==> config.mk <==
export PLATFORM = sky130hd
export DESIGN_NAME = uart_tx_mmio
export DESIGN_NICKNAME = d
export VERILOG_FILES = /design/src/rtl/uart_tx_mmio.sv
export SDC_FILE = /design/constraint.sdc
export NUM_CORES = 1
export LEC_CHECK = 0
export BUFFER_PORTS_ARGS = -buffer_cell sky130_fd_sc_hd__clkbuf_2
export CORE_ASPECT_RATIO = 1.5
export CORE_MARGIN = 5
export CORE_UTILIZATION = 35
export CTS_CLUSTER_SIZE = 24
export DETAILED_ROUTE_END_ITERATION = 16
export GPL_TIMING_DRIVEN = 0
export HOLD_SLACK_MARGIN = 0.1
export PLACE_DENSITY = 0.55
export SETUP_SLACK_MARGIN = 0.05
export SYNTH_ARGS = -nofsm -noshare
export SYNTH_HDL_FRONTEND = slang
export SYNTH_SLANG_ARGS = --single-unit
export TNS_END_PERCENT = 20
==> constraint.sdc <==
create_clock -name clk -period 4.8 [get_ports clk]
set_clock_uncertainty 0.2 [all_clocks]
set_input_delay 0.24 -clock clk [delete_from_list [all_inputs] [get_ports clk]]
set_output_delay 0.24 -clock clk [all_outputs]
set_load 0.1 [all_outputs]
==> src/rtl/uart_tx_mmio.sv <==
// Memory-mapped 8N1 UART transmitter: byte FIFO fed by core stores,
// bit-serialiser on tx, combinational status word for polling.
module uart_tx_mmio #(
  parameter logic [31:0] BASE_ADDR  = 32'h1000_0000,
  parameter int          CLK_DIV    = 16,
  parameter int          FIFO_DEPTH = 8
) (
  input  logic        clk,
  input  logic        reset,
  input  logic [31:0] data_addr,
  input  logic [31:0] data_wdata,
  input  logic [3:0]  data_we,
  output logic [31:0] uart_rdata,
  output logic        tx,
  output logic        irq_empty
);

  localparam int AW  = $clog2(FIFO_DEPTH);
  localparam int CNW = $clog2(FIFO_DEPTH + 1);
  localparam int CW  = $clog2(CLK_DIV);

  localparam logic [1:0] S_IDLE  = 2'd0;
  localparam logic [1:0] S_START = 2'd1;
  localparam logic [1:0] S_DATA  = 2'd2;
  localparam logic [1:0] S_STOP  = 2'd3;

  logic [7:0]     mem_q [FIFO_DEPTH];
  logic [AW-1:0]  wptr_q, rptr_q;
  logic [CNW-1:0] fcnt_q, fcnt_d;
  logic [1:0]     st_q, st_d;
  logic [CW-1:0]  bcnt_q, bcnt_d;
  logic [2:0]     idx_q, idx_d;
  logic [7:0]     shf_q, shf_d;
  logic           tx_q, tx_d;
  logic           ovf_q, ovf_d;
  logic           irq_q, irq_d;

  logic wr_data, wr_stat;
  logic fempty, ffull, bit_end;
  logic push, pop;
  logic [31:0] cnt32;
  logic [3:0]  cnt_sat;
  logic unused_ok;

  assign wr_data = data_we[0] && (data_addr == BASE_ADDR);
  assign wr_stat = data_we[0] && (data_addr == BASE_ADDR + 32'd4);
  assign fempty  = (fcnt_q == '0);
  assign ffull   = (fcnt_q == CNW'(FIFO_DEPTH));
  assign bit_end = (bcnt_q == CW'(CLK_DIV - 1));

  // A pop frees a slot on the same edge, so a full FIFO can still accept
  assign push = wr_data && (!ffull || pop);

  always_comb begin
    st_d   = st_q;
    bcnt_d = bcnt_q + CW'(1);
    idx_d  = idx_q;
    shf_d  = shf_q;
    tx_d   = tx_q;
    pop    = 1'b0;
    unique case (st_q)
      S_IDLE: begin
        bcnt_d = '0;
        tx_d   = 1'b1;
        if (!fempty) begin
          pop   = 1'b1;
          shf_d = mem_q[rptr_q];
          st_d  = S_START;
          tx_d  = 1'b0;
        end
      end
      S_START: begin
        if (bit_end) begin
          bcnt_d = '0;
          idx_d  = '0;
          st_d   = S_DATA;
          tx_d   = shf_q[0];
        end
      end
      S_DATA: begin
        if (bit_end) begin
          bcnt_d = '0;
          if (idx_q == 3'd7) begin
            st_d = S_STOP;
            tx_d = 1'b1;
          end else begin
            idx_d = idx_q + 3'd1;
            shf_d = shf_q >> 1;
            tx_d  = shf_q[1];
          end
        end
      end
      S_STOP: begin
        if (bit_end) begin
          bcnt_d = '0;
          if (!fempty) begin
            pop   = 1'b1;
            shf_d = mem_q[rptr_q];
            st_d  = S_START;
            tx_d  = 1'b0;
          end else begin
            st_d = S_IDLE;
          end
        end
      end
      default: begin
        st_d = S_IDLE;
        tx_d = 1'b1;
      end
    endcase
  end

  always_comb begin
    fcnt_d = fcnt_q + CNW'(push) - CNW'(pop);
    ovf_d  = ovf_q;
    if (wr_data && !push)
      ovf_d = 1'b1;
    else if (wr_stat && data_wdata[3])
      ovf_d = 1'b0;
    irq_d = (fcnt_d == '0) && (st_d == S_IDLE);
  end

  always_ff @(posedge clk) begin
    if (push)
      mem_q[wptr_q] <= data_wdata[7:0];
  end

  always_ff @(posedge clk or negedge reset) begin
    if (!reset) begin
      wptr_q <= '0;
      rptr_q <= '0;
      fcnt_q <= '0;
      st_q   <= S_IDLE;
      bcnt_q <= '0;
      idx_q  <= '0;
      shf_q  <= '0;
      tx_q   <= 1'b1;
      ovf_q  <= 1'b0;
      irq_q  <= 1'b1;
    end else begin
      if (push) wptr_q <= wptr_q + AW'(1);
      if (pop)  rptr_q <= rptr_q + AW'(1);
      fcnt_q <= fcnt_d;
      st_q   <= st_d;
      bcnt_q <= bcnt_d;
      idx_q  <= idx_d;
      shf_q  <= shf_d;
      tx_q   <= tx_d;
      ovf_q  <= ovf_d;
      irq_q  <= irq_d;
    end
  end

  assign cnt32   = 32'(fcnt_q);
  assign cnt_sat = (cnt32 > 32'd15) ? 4'hf : cnt32[3:0];

  assign uart_rdata = (data_addr == BASE_ADDR + 32'd4)
    ? {24'h0, cnt_sat, ovf_q, (st_q != S_IDLE), fempty, ffull}
    : 32'h0;

  assign tx        = tx_q;
  assign irq_empty = irq_q;
  assign unused_ok = ^{data_wdata[31:8], data_we[3:1]};

endmodule

==> reports/metrics.yaml, run 1 <==
status:
  status: "finished clean"
final_layout:
  fillers: 1139
  nets: 480
  drive_gt1_share_pct: 35.93
  design_area_mm2: 0.005490
  syn_to_final_growth_pct: 21.69
  final_cell_mix: "edfxtp_1 (64), clkbuf_2 (52), dfrtp_1 (28), buf_4 (26)"
  diodes: 0
  layout_commonest_cell: "edfxtp_1"
setup_path:
  cp_data_arrival_time_ns: 3.42
  critPathKind: "reg -> reg"
  cp-end-kind: "register"
  cpMaxStageDelayCell: "nor4b_2"
  cp.required_ns: 4.54
  start_kind: "register"
  critical-path-max-stage-delay_ns: 1.08
  cp_cell_sequence: "ha_1 -> a41oi_1 -> o311ai_2 -> or4b_1 -> buf_2 -> nor4b_2"
  path_max_fanout: 10
synthesis:
  ys.flop_type: "edfxtp_1"
  synth-async-reset-ratio_pct: 31.91
  syn_area_mm2: 0.004512
  ys_seq_area_share_pct: 59.29
  yosys_warnings: 0
  synth-edff-count: 64
  synth.avg_cell_area_um2: 15.24
  syn_inst: 296
  synth-seq-cells: 94
  yosysUniqueCellTypes: 53
job:
  maxCapViolCount: 0
grt:
  antenna_found_initial: 0
  grt_use_total_pct: 12.58
  grt_pass1_vias: 2803
  grt-ovfl-total: 0
  grt_pass1_wl_um: 14570
  grt_start_max_net_pins: 31
floorplanning:
  core_mm2: 0.01257
  die_y_um: 149.1
  dieArea_mm2: 0.01531
  pin_count: 104
  row_count: 50
  initial_utilization_pct: 35.88
  die_w_um: 102.7
clocking:
  cts_max_level: 3
  cts_tree: "yes"
  clk_pin_slew_worst_paths_ns: 0.07
  cts_buffers: 9
  postCtsResizedCells: 0
  hold_buffers: 10
  post-cts-setup-buffers: 0
  cts.sinks: 94
  worst_skew_pair.late_latency_ns: 0.34
  clockRootBuffer: "clkbuf_16"
  clockBufferDepth: 2
place:
  port_buffers: 52
  gp_congestion: 0.7267
  postPlaceCellArea_mm2: 0.005101
  dp_hpwl_um: 6421
drt:
  ant_nets: 0
  vias: 2672
  met3_length_um: 338
  drt_pass1_iterations: 4
  highest_layer: "met4"
  drt_iter0_markers: 74
  avgViaCountPerCell: 4.823
  wl_um: 8955
  met1_length_um: 3459
  drc: 0
  wl_met2_um: 5034
  wl_per_cell_um: 16.16
power_and_ir_drop:
  p_switching_w: 0.0003930
  seqPwrFrac_pct: 51.2
  power.share.combinational_pct: 8.0
  p_sw_share_pct: 23.20
  leakage_nw: 2.194
  powerDensity_mw_per_mm2: 308.6
  pwr-share-clk_pct: 40.9
  peakVddDrop_v: 0.0002691
  p_int_w: 0.001301
sta:
  tns_ns: 0
  drv_slew: 0
  fin_crit_ns: 3.680
  setup_viol: 0
  rsz0062_at_grt: "no"
  relSlewSlack_pct: 11.44
  tightest_slew_ns: 1.325
  max_freq_ghz: 0.2717
  hold_viol_final: 0
  fin_crit_sh_pct: 76.67
hold_path:
  hold_class: "in -> reg"
-- power by group through the flow --
stage	Clock (W)	Sequential, W	Combinational [W]
2_1_floorplan	0	0.000884	0.0000992
3_3_place_gp	0	0.000884	0.000127
3_5_place_dp	0	0.000884	0.000128
4_1_cts	0.000715	0.000867	0.000135
5_1_grt	0.000748	0.000866	0.000143
6_report	0.000692	0.000867	0.000135
-- critical path: cells and delay by family (launching register included) --
| family | cells | cell delay, ns |
|---|---|---|
| buffers and inverters | 1 | 0.23 |
| AOI/OAI and AO/OA | 2 | 0.56 |
| and+or+nand+nor | 2 | 1.58 |
| adders and majority gates | 1 | 0.28 |
| DFF | 1 | 0.42 |
-- state kept, by name (all words and copies together) (netlist names) --
register / cells
st_q: 2
bcnt_q: 4
irq_empty: 1
fcnt_q: 4
shf_q: 8
wptr_q: 3
idx_q: 3
tx: 1
ovf_q: 1
mem_q: 64
rptr_q: 3
-- layer usage --
layer	global-route usage [%]	vias to the layer above
li1	-	1293
met1	14.03	1320
met2	23.19	49
met3	2.714	10
met4	4.137	0
met5	0	-
-- per-stage QoR --
stage / total power, W / std cells / setup slack (ns) / util (%) / hold WS, ns
floorplan: 0.0009835 / 319 / 1.150 / - / -0.2556
global placement: 0.001011 / 527 / 0.5817 / 40.19 / 0.1651
detailed placement: 0.001012 / 529 / 1.124 / 40.57 / 0.1717
CTS: 0.001717 / 554 / 1.080 / 43.66 / 0.1227
global route: 0.001757 / 554 / 0.9214 / 43.66 / 0.1700
finish: 0.001694 / 554 / 1.120 / 43.66 / 0.1381
-- cells in the mapped netlist (all sizes together) (3+ instances only) --
cell,instances,area [µm²]
a21oi,4,20.02
xnor2,3,26.28
nand3,3,15.01
xor2,4,35.03
nand2,10,37.54
inv,8,30.03
nor4b,3,38.79
mux4,16,394.1
nor4,9,56.30
mux2,24,270.3
dfrtp,28,700.7
ha,15,187.7
a22o,4,35.03
nor3,14,70.07
clkbuf,4,15.01
o21ai,7,35.03
buf,31,254.0
nor2,7,26.28
edfxtp,64,1922
-- path summary, 6_finish.rpt --
kind	depth (start not counted)	endpoint	slack (ns)	startpoint
setup / recovery	6	mem_q[5][1]$_DFFE_PP_	1.12	st_q[1]$_DFF_PN0_
setup reg to reg	6	mem_q[5][1]$_DFFE_PP_	1.12	st_q[1]$_DFF_PN0_
hold / removal	4	ovf_q$_DFFE_PN0P_	0.14	data_addr[2]
hold reg to reg	1	shf_q[7]$_DFFE_PN0P_	0.29	shf_q[7]$_DFFE_PN0P_
max in group asynchronous	2	shf_q[7]$_DFFE_PN0P_	3.58	reset
min in group asynchronous	2	wptr_q[0]$_DFFE_PN0P_	0.32	reset
-- logic make-up (layout without fill, tap and decap cells) --
group	Yosys count	in the layout	share of synthesized area (%)
multiplexers	42	42	15.17
adder cells (fa/ha/maj)	16	16	4.603
other	1	24	0.08311
XOR/XNOR	7	7	1.359
flip-flops	94	94	59.29
AO/OA/AOI/OAI	30	30	4.881
buffers and inverters	44	123	6.711
AND/OR/NAND/NOR	62	62	7.903
-- layout make-up --
type                            instances  area, µm²  area share (%)
Inverter                                9      33.78          0.6153
Multi-Input combinational cell        181       1653           30.10
Tap cell                              156      195.2           3.555
Clock buffer                           10      229.0           4.170
Sequential cell                        94       2675           48.72
Buffer                                 35      269.0           4.900
Timing Repair Buffer                   64      375.4           6.837
Clock inverter                          5      60.06           1.094
Power figures use the tool's default switching activity.
==> run 2: changes to the inputs <==
Clock period 4.8 ns to 3.8 ns, I/O delays scaled along.
==> run 2 against run 1 <==
  * Via count grew 0.52%
  * Critical path type unchanged
  * Largest power group unchanged
  * Clock power is 27% higher
  * Hold slack better by 0.055 ns
==> reports/metrics.yaml, run 2 (same netlist as run 1, synthesis figures left out) <==
drt:
  drt_pass1_iterations: 4
  vias: 2686
  ant_nets: 0
  drc: 0
  avgViaCountPerCell: 4.831
  wl_per_cell_um: 16.14
  wl_um: 8975
  drt_iter0_markers: 67
final_layout:
  largest_reg_flops: 64
  regMostFlops: "mem_q"
  reg.largest.list: "mem_q (64), shf_q (8)"
  nets: 482
  drive_gt1_share_pct: 35.75
  final_cell_mix: "edfxtp_1 (64), clkbuf_2 (52), dfrtp_1 (28), buf_4 (26)"
  layout_commonest_cell: "edfxtp_1"
  syn_to_final_growth_pct: 22.32
  diodes: 0
setup_path:
  path_max_fanout: 10
  startpoint: "st_q[1]$_DFF_PN0_"
  start_kind: "register"
  cp.required_ns: 3.55
  cp-end-kind: "register"
  cp_cell_sequence: "ha_1 -> a41oi_1 -> o311ai_2 -> or4b_1 -> buf_2 -> nor4b_2"
  cp.buffers_inverters: 1
  r2r.worst_path.cells: 6
  cp_data_arrival_time_ns: 3.36
  critical-path-max-stage-delay_ns: 1.01
  r2r-start: "st_q[1]$_DFF_PN0_"
  regToRegEndpoint: "mem_q[4][2]$_DFFE_PP_"
  regToRegSetupSlack_ns: 0.19
  timing.critical_path.max_delay_family: "simple AND/OR/NAND/NOR gates"
  cpMaxStageDelayCell: "nor4b_2"
  critPathKind: "reg -> reg"
place:
  port_buffers: 52
  dp_hpwl_um: 6421
  gp_congestion: 0.7267
sta:
  setup_viol: 0
  hold_viol_final: 0
  relSlewSlack_pct: 18.76
  fin_crit_ns: 3.609
  rsz0062_at_grt: "yes"
  hold_slack_ns: 0.1926
  tightest_slew_ns: 1.215
  drv_slew: 0
  max_freq_ghz: 0.2771
  fin_crit_sh_pct: 94.98
floorplanning:
  core_mm2: 0.01257
  die_y_um: 149.1
  die_w_um: 102.7
  dieArea_mm2: 0.01531
  row_count: 50
  initial_utilization_pct: 35.88
  pin_count: 104
grt:
  grt_pass1_wl_um: 14630
  grt-ovfl-total: 0
  grt_pass1_vias: 2818
  antenna_found_initial: 0
  grt_start_max_net_pins: 31
  grt_use_total_pct: 12.63
clocking:
  cts_max_level: 3
  worst_skew_pair.late_latency_ns: 0.34
  clockBufferDepth: 2
  clk_pin_slew_worst_paths_ns: 0.07
  cts.sinks: 94
  cts_tree: "yes"
  clockRootBuffer: "clkbuf_16"
  cts_buffers: 9
power_and_ir_drop:
  powerDensity_mw_per_mm2: 388.2
  peakVddDrop_v: 0.0003399
  finalPower_w: 0.002143
  leakage_nw: 2.198
job:
  maxCapViolCount: 0
hold_path:
  whs_endpoint: "wptr_q[2]$_DFFE_PN0P_"
  hold_class: "in -> reg"
  worstHoldStart: "data_addr[23]"
  hold_depth: 5
status:
  status: "finished clean"
run 2: metrics by stage:
stage | worst slack (ns) | utilization (%) | area, µm² | setup TNS, ns | cells
after floorplan | 0.2065 | - | 4598 | 0 | 319
after global placement | -0.4183 | 40.19 | 5054 | -6.634 | 527
after detailed placement | 0.1236 | 40.57 | 5101 | 0 | 529
after CTS | 0.08017 | 43.82 | 5510 | 0 | 556
after global routing | -0.06863 | 43.89 | 5519 | -0.06863 | 556
final | 0.1908 | 43.89 | 5519 | 0 | 556
run 2: routing by layer:
layer	track usage [%]	share of wire, %
met1	14.03	38
met4	4.137	1.4
met2	23.35	57
met5	0	0
met3	2.714	3.7
run 2: final cells by class:
type | count | area [µm²]
Clock buffer | 10 | 229.0
Multi-Input combinational cell | 181 | 1662
Inverter | 9 | 33.78
Clock inverter | 5 | 60.06
Tap cell | 156 | 195.2
Fill cell | 1138 | 7056
Sequential cell | 94 | 2675
Buffer | 35 | 269.0
Timing Repair Buffer | 66 | 395.4
run 2: how the worst max path moves through the flow:
stage / endpoint / cells past startpoint
final: mem_q[4][2]$_DFFE_PP_ / 6
after global routing: irq_empty$_DFF_PN1_ / 10
after CTS: mem_q[5][5]$_DFFE_PP_ / 6
after detailed placement: mem_q[5][2]$_DFFE_PP_ / 6
after global placement: mem_q[0][2]$_DFFE_PP_ / 6
after floorplan: uart_rdata[1] / 4
run 2: report_power, final:
| part | leakage [nW] | switching, W | internal [W] | total (W) |
|---|---|---|---|---|
| clock network | 0.135 | 0.000368 | 0.000508 | 0.000876 |
| logic | 1.12 | 0.000130 | 0.0000409 | 0.000171 |
| registers | 0.948 | 0.000000000163 | 0.00110 | 0.00110 |
| total | 2.20 | 0.000498 | 0.00164 | 0.00214 |
run 2: worst min-delay path, delay by kind of cell:
kind                   cells  cell delay, ns
XOR/XNOR                   1            0.12
buffers and inverters      1            0.07
AND/OR/NAND/NOR            3            0.30
run 2: timing repair:
item	CTS	global route
resized for setup	0	1
hold buffers	12	0
buffers inserted	0	0
endpoints found under the setup margin	0	17
endpoints found under the hold margin	94	0
